==> config.mk <==
export PLATFORM = sky130hd
export DESIGN_NAME = mux_scan_ctrl_flat
export DESIGN_NICKNAME = d
export VERILOG_FILES = /design/src/rtl/mux_scan_ctrl_if.sv /design/src/rtl/mux_scan_ctrl.sv /design/src/flat_wrapper.sv
export SDC_FILE = /design/constraint.sdc
export NUM_CORES = 1
export LEC_CHECK = 0
export BUFFER_PORTS_ARGS = -buffer_cell sky130_fd_sc_hd__buf_2
export CORE_UTILIZATION = 57
export CTS_CLUSTER_DIAMETER = 120
export DETAILED_ROUTE_END_ITERATION = 8
export HOLD_SLACK_MARGIN = 0.02
export PLACE_DENSITY = 0.8
export SYNTH_ARGS = -nofsm -noshare
export SYNTH_HDL_FRONTEND = slang
export SYNTH_SLANG_ARGS = --single-unit
export TNS_END_PERCENT = 20
==> constraint.sdc <==
create_clock -name clk -period 3.6 [get_ports clk]
set_input_delay 0.18 -clock clk [delete_from_list [all_inputs] [get_ports clk]]
set_output_delay 0.18 -clock clk [all_outputs]
set_load 0.05 [all_outputs]
==> src/rtl/mux_scan_ctrl_if.sv <==
// Handshake/bus bundle between the scan sequencer and its producer/consumer.
// The sequencer takes the slave side; whoever drives start/ack and the mux takes the master side.
interface mux_scan_ctrl_if;
  logic       start;
  logic       continuous;
  logic       y_in;
  logic       ack;
  logic       s0;
  logic       s1;
  logic [3:0] snapshot;
  logic       valid;
  logic       busy;

  modport master (
    output start, continuous, y_in, ack,
    input  s0, s1, snapshot, valid, busy
  );

  modport slave (
    input  start, continuous, y_in, ack,
    output s0, s1, snapshot, valid, busy
  );
endinterface

==> src/rtl/mux_scan_ctrl.sv <==
// Steps a 4:1 mux through channels 0..3, samples y after a settle delay,
// and hands the assembled 4-bit snapshot out through a valid/ack handshake.
module mux_scan_ctrl #(
  parameter int DWELL  = 4,
  parameter int SETTLE = 1,
  parameter int CNT_W  = $clog2(DWELL)
) (
  input  logic            clk,
  input  logic            rst,
  mux_scan_ctrl_if.slave  bus
);

  typedef enum logic [1:0] {IDLE, SCAN, DONE} state_t;

  localparam logic [CNT_W-1:0] SETTLE_C = CNT_W'(SETTLE);
  localparam logic [CNT_W-1:0] LAST_C   = CNT_W'(DWELL - 1);

  state_t             state_q, state_d;
  logic [1:0]         ch_q, ch_d;
  logic [CNT_W-1:0]   cnt_q, cnt_d;
  logic [3:0]         shadow_q, shadow_d;
  logic [3:0]         snap_q, snap_d;
  logic               valid_q, valid_d;
  logic [1:0]         sel_q, sel_d;

  always_ff @(posedge clk) begin
    if (rst) begin
      state_q  <= IDLE;
      ch_q     <= '0;
      cnt_q    <= '0;
      shadow_q <= '0;
      snap_q   <= '0;
      valid_q  <= 1'b0;
      sel_q    <= '0;
    end else begin
      state_q  <= state_d;
      ch_q     <= ch_d;
      cnt_q    <= cnt_d;
      shadow_q <= shadow_d;
      snap_q   <= snap_d;
      valid_q  <= valid_d;
      sel_q    <= sel_d;
    end
  end

  always_comb begin
    state_d  = state_q;
    ch_d     = ch_q;
    cnt_d    = cnt_q;
    shadow_d = shadow_q;
    snap_d   = snap_q;
    valid_d  = valid_q;
    case (state_q)
      IDLE: begin
        if (bus.start) begin
          state_d = SCAN;
          ch_d    = '0;
          cnt_d   = '0;
        end
      end
      SCAN: begin
        if (cnt_q == SETTLE_C) shadow_d[ch_q] = bus.y_in;
        if (cnt_q == LAST_C) begin
          cnt_d = '0;
          if (ch_q == 2'd3) begin
            // SETTLE <= DWELL-2 guarantees channel 3 is already in shadow_q here
            snap_d  = shadow_q;
            valid_d = 1'b1;
            ch_d    = '0;
            state_d = DONE;
          end else begin
            ch_d = ch_q + 2'd1;
          end
        end else begin
          cnt_d = cnt_q + 1'b1;
        end
      end
      DONE: begin
        if (bus.ack) begin
          valid_d = 1'b0;
          if (bus.continuous) begin
            state_d  = SCAN;
            ch_d     = '0;
            cnt_d    = '0;
            shadow_d = '0;
          end else begin
            state_d = IDLE;
          end
        end
      end
      default: state_d = IDLE;
    endcase
  end

  // Selects are registered off next state so they change on the same edge as ch
  assign sel_d = (state_d == SCAN) ? ch_d : 2'b00;

  assign bus.s0       = sel_q[0];
  assign bus.s1       = sel_q[1];
  assign bus.snapshot = snap_q;
  assign bus.valid    = valid_q;
  assign bus.busy     = (state_q != IDLE);

endmodule
==> src/flat_wrapper.sv <==
// flat-port wrapper written by rule: the top's interface ports become plain ports
module mux_scan_ctrl_flat 
#(
  parameter int DWELL  = 4,
  parameter int SETTLE = 1,
  parameter int CNT_W  = $clog2(DWELL)
)
  (clk, rst, bus_start, bus_continuous, bus_y_in, bus_ack, bus_s0, bus_s1, bus_snapshot, bus_valid, bus_busy);
  mux_scan_ctrl_if bus_i ();
  input  logic clk;
  input  logic rst;
  input wire logic [$bits(bus_i.start)-1:0] bus_start;
  input wire logic [$bits(bus_i.continuous)-1:0] bus_continuous;
  input wire logic [$bits(bus_i.y_in)-1:0] bus_y_in;
  input wire logic [$bits(bus_i.ack)-1:0] bus_ack;
  output wire logic [$bits(bus_i.s0)-1:0] bus_s0;
  output wire logic [$bits(bus_i.s1)-1:0] bus_s1;
  output wire logic [$bits(bus_i.snapshot)-1:0] bus_snapshot;
  output wire logic [$bits(bus_i.valid)-1:0] bus_valid;
  output wire logic [$bits(bus_i.busy)-1:0] bus_busy;
  assign bus_i.start = bus_start;
  assign bus_i.continuous = bus_continuous;
  assign bus_i.y_in = bus_y_in;
  assign bus_i.ack = bus_ack;
  assign bus_s0 = bus_i.s0;
  assign bus_s1 = bus_i.s1;
  assign bus_snapshot = bus_i.snapshot;
  assign bus_valid = bus_i.valid;
  assign bus_busy = bus_i.busy;
  mux_scan_ctrl #(.DWELL(DWELL), .SETTLE(SETTLE), .CNT_W(CNT_W)) u_core (.clk(clk), .rst(rst), .bus(bus_i));
endmodule
==> run summary <==
CLOCKING
----------------------------------------------------------------------------------
CTS sink cnt                                                                    17
Total clock buffers created by CTS                                               3
Clock H-tree levels                                                              1
Clk pin slew, worst setup/hold paths                                       0.10 ns
Clock buffer depth                                                               2
Post-CTS repair timing setup buffer count                                        0
Cts hold-fix bufs                                                                0
Root buffer selected by CTS                                           sky130_fd_sc_hd__clkbuf_4
Clock latency of the later-clocked register in the worst-skew pair         0.30 ns
Cts repair resizes                                                               0
Clock tree from TritonCTS                                                     done

FINAL LAYOUT
----------------------------------------------------------------------------------
Area occupied by multi-input gates                                        462 um^2
Util after Layout                                                            68.5%
Register Area                                                             340 um^2
Fraction of final layout cells sized beyond drive strength 1                 23.8%
Net count, final                                                               118
Total non-filler cell area in the finished layout                         925 um^2
Area Growth Syn to Fin                                                       8.04%
Antenna cell count                                                               0
Fillers                                                                        126

TIMING
----------------------------------------------------------------------------------
Setup repair after global routing missed its margin                          false
Remaining max-slew budget at the tightest pin                                74.6%
Final count of negative-setup-slack endpoints                                    0
Final Slew Violations                                                            0
Final Hold Viols                                                                 0
Sum of negative setup slack                                                   0 ns
Final Cycle Share                                                            40.7%
Final Critical Period                                                      1.47 ns
Final worst clock skew                                                   0.0136 ns
Slew at the pin closest to its max-slew limit                             0.381 ns
Max frequency                                                              682 MHz

FLOORPLANNING
----------------------------------------------------------------------------------
Die span in x                                                              40.8 um
FP Rows                                                                         13
Floorplan die height                                                       40.8 um
Core Area                                                                1350 um^2
DIE AREA                                                                 1660 um^2
Initial Utilization                                                          63.4%
I/O pin cnt                                                                     14

CRITICAL PATH
----------------------------------------------------------------------------------
Arrival time at the worst endpoint                                         1.29 ns
Startpoint type of the worst setup path                                       flop
Worst reg-to-reg path cell count                                                 4
Critical R2R Launch                                                   u_core.state_q[1]$_SDFF_PP0_
Register-to-register setup slack                                           2.15 ns
Critical setup path kind                                                   reg2out
R2R Path End                                                          u_core.cnt_q[0]$_SDFFE_PP0P_
CP required                                                                3.42 ns
CP startpoint                                                         u_core.state_q[1]$_SDFF_PP0_
Critical path fanouts, max                                                      12
Endpoint kind of the worst setup timing path                           output port
Worst setup endpoint                                                      bus_busy

POWER AND IR DROP
----------------------------------------------------------------------------------
Power density over cell area                                           353 nW/um^2
Cell leakage power                                                        0.406 nW
Largest voltage drop on the vdd net                                         251 uV
Overall power after layout                                                0.326 mW

DETAILED ROUTING
----------------------------------------------------------------------------------
Remaining number of nets flagged by the antenna check after routing              0
Wire length after detailed routing                                         1470 um
Number of optimization iterations in the first detailed-route pass               4
Vias/cell                                                                     5.53
Detailed-route via count                                                       663
Detailed-route DRC error count                                                   0
Drt wl/cell                                                                12.2 um
Number of DRC markers after the initial detailed-route iteration                22

GLOBAL ROUTE
----------------------------------------------------------------------------------
Routing usage on met3                                                        4.89%
Final global-route overflow total                                                0
Wire length of the first global-routing pass                               2040 um
Antenna violations before repair                                                 0
Met2 Usage GRT                                                               25.4%
GR Layer Usage met1                                                          26.7%
Global routing usage summed across all routing layers                        19.4%
Pin count of the biggest net entering global routing                            16
Vias in the first global route                                                 477
Global-route layer with the greatest usage                                    met1

HOLD PATH
----------------------------------------------------------------------------------
Class of the tightest hold or removal check                                 in2reg

SYNTHESIS
----------------------------------------------------------------------------------
Number of synthesized flops with an enable pin                                   0
Average instance area after synthesis                                    9.20 um^2
Post-synth design cell area                                               856 um^2
Synth area leaders                                                    sky130_fd_sc_hd__dfxtp_1, sky130_fd_sc_hd__ha_1, sky130_fd_sc_hd__mux2i_1
Flip-flop cell with the highest count after synthesis                 sky130_fd_sc_hd__dfxtp_1
Syn Nets                                                                       105
Synth Warn #                                                                     0
Leading cell types by count after synthesis                           sky130_fd_sc_hd__dfxtp_1, sky130_fd_sc_hd__nor2_1, sky130_fd_sc_hd__nand3_1
Syn Inst Count                                                                  93
Register bit total from synthesis                                               17
Sequential cell area fraction in the yosys report                            39.8%
Cell with the most instances after synthesis                          sky130_fd_sc_hd__dfxtp_1
Ys async rst share                                                              0%
Area share of the leading cell type in the synthesized netlist               39.8%
Cell variety after synth                                                        31
Cell type contributing the most total cell area after synthesis       sky130_fd_sc_hd__dfxtp_1

PLACEMENT
----------------------------------------------------------------------------------
Final GP Congestion                                                          0.804
Input/output buffers                                                            13
Total cell area at the placement stage                                    897 um^2
Half-perimeter wire length after detailed placement                        1050 um

RUN
----------------------------------------------------------------------------------
Number of maximum-capacitance constraint violations                              0

OUTCOME
----------------------------------------------------------------------------------
Status                                                                complete, no violations

[placed cells by master (no fill, tap or decap), drive strengths merged]
cell / n
clkinv: 1
nor2: 13
and2b: 1
a21oi: 4
or2b: 1
nand2: 3
nand2b: 1
xor2: 1
a22oi: 1
clkbuf: 3
dfxtp: 17
and4b: 1
ha: 6
nor2b: 2
or2: 1
o21ba: 1
o22a: 1
nand3: 11
a311oi: 1
nand3b: 1
o21ai: 8
mux2i: 5
nor3: 4
buf: 13
inv: 3
or3b: 1
[critical path, stage by stage (launching register included)]
cell	delay (ns)
sky130_fd_sc_hd__dfxtp_1	0.57
sky130_fd_sc_hd__or2_2	0.17
sky130_fd_sc_hd__buf_2	0.25
[sequential cells by signal (all words and copies together) (netlist names)]
register             count
u_core.bus.snapshot      4
u_core.ch_q              2
u_core.shadow_q          4
u_core.state_q           2
u_core.sel_q             2
u_core.bus.valid         1
u_core.cnt_q             2
[through the flow]
stage	cells	setup WS (ns)	hold WS (ns)
finish	120	2.13	0.179
global placement	116	2.23	0.449
floorplan	93	2.39	0.250
CTS	120	2.15	0.178
detailed placement	116	2.17	0.459
global route	120	2.05	0.197
[power breakdown]
group | internal, mW | leakage [nW] | switching [mW]
logic | 0.0119 | 0.251 | 0.0179
clock network | 0.0414 | 0.0177 | 0.0607
registers | 0.191 | 0.137 | 0.00369
total | 0.244 | 0.406 | 0.0823
[kinds of logic after synthesis]
group	share of synthesized area [%]
muxes	5.85
DFF	39.8
buffers and inverters	6.29
adders and majority gates	8.77
and+or+nand+nor	27.2
AOI/OAI and AO/OA	11.1
xor gates and xnor gates	1.02
[layer usage]
metal / share of wire, % / wire, um
met1: 52 / 769
met2: 41 / 600
met3: 4.0 / 59
met4: 2.7 / 39
met5: 0 / 0
[cell type report]
type                            instances  share of cell area, %
Timing Repair Buffer                   13                   7.04
Multi-Input combinational cell         68                   49.9
Inverter                                3                   1.22
Clock buffer                            3                   2.44
Clock inverter                          1                  0.541
Sequential cell                        17                   36.8
Tap cell                               15                   2.03
[how the worst min path moves through the flow]
stage                                        from                            end  slack [ns]  cells after the start
global route                              bus_ack   u_core.state_q[1]$_SDFF_PP0_        0.20                      3
detailed placement  u_core.bus.valid$_SDFFE_PP0P_  u_core.bus.valid$_SDFFE_PP0P_        0.46                      2
CTS                                       bus_ack   u_core.state_q[1]$_SDFF_PP0_        0.18                      3
global placement    u_core.bus.valid$_SDFFE_PP0P_  u_core.bus.valid$_SDFFE_PP0P_        0.45                      2
finish                                    bus_ack   u_core.state_q[1]$_SDFF_PP0_        0.18                      3
floorplan                                     rst   u_core.cnt_q[0]$_SDFFE_PP0P_        0.25                      1
No activity file was read; power rests on OpenSTA's default activity.
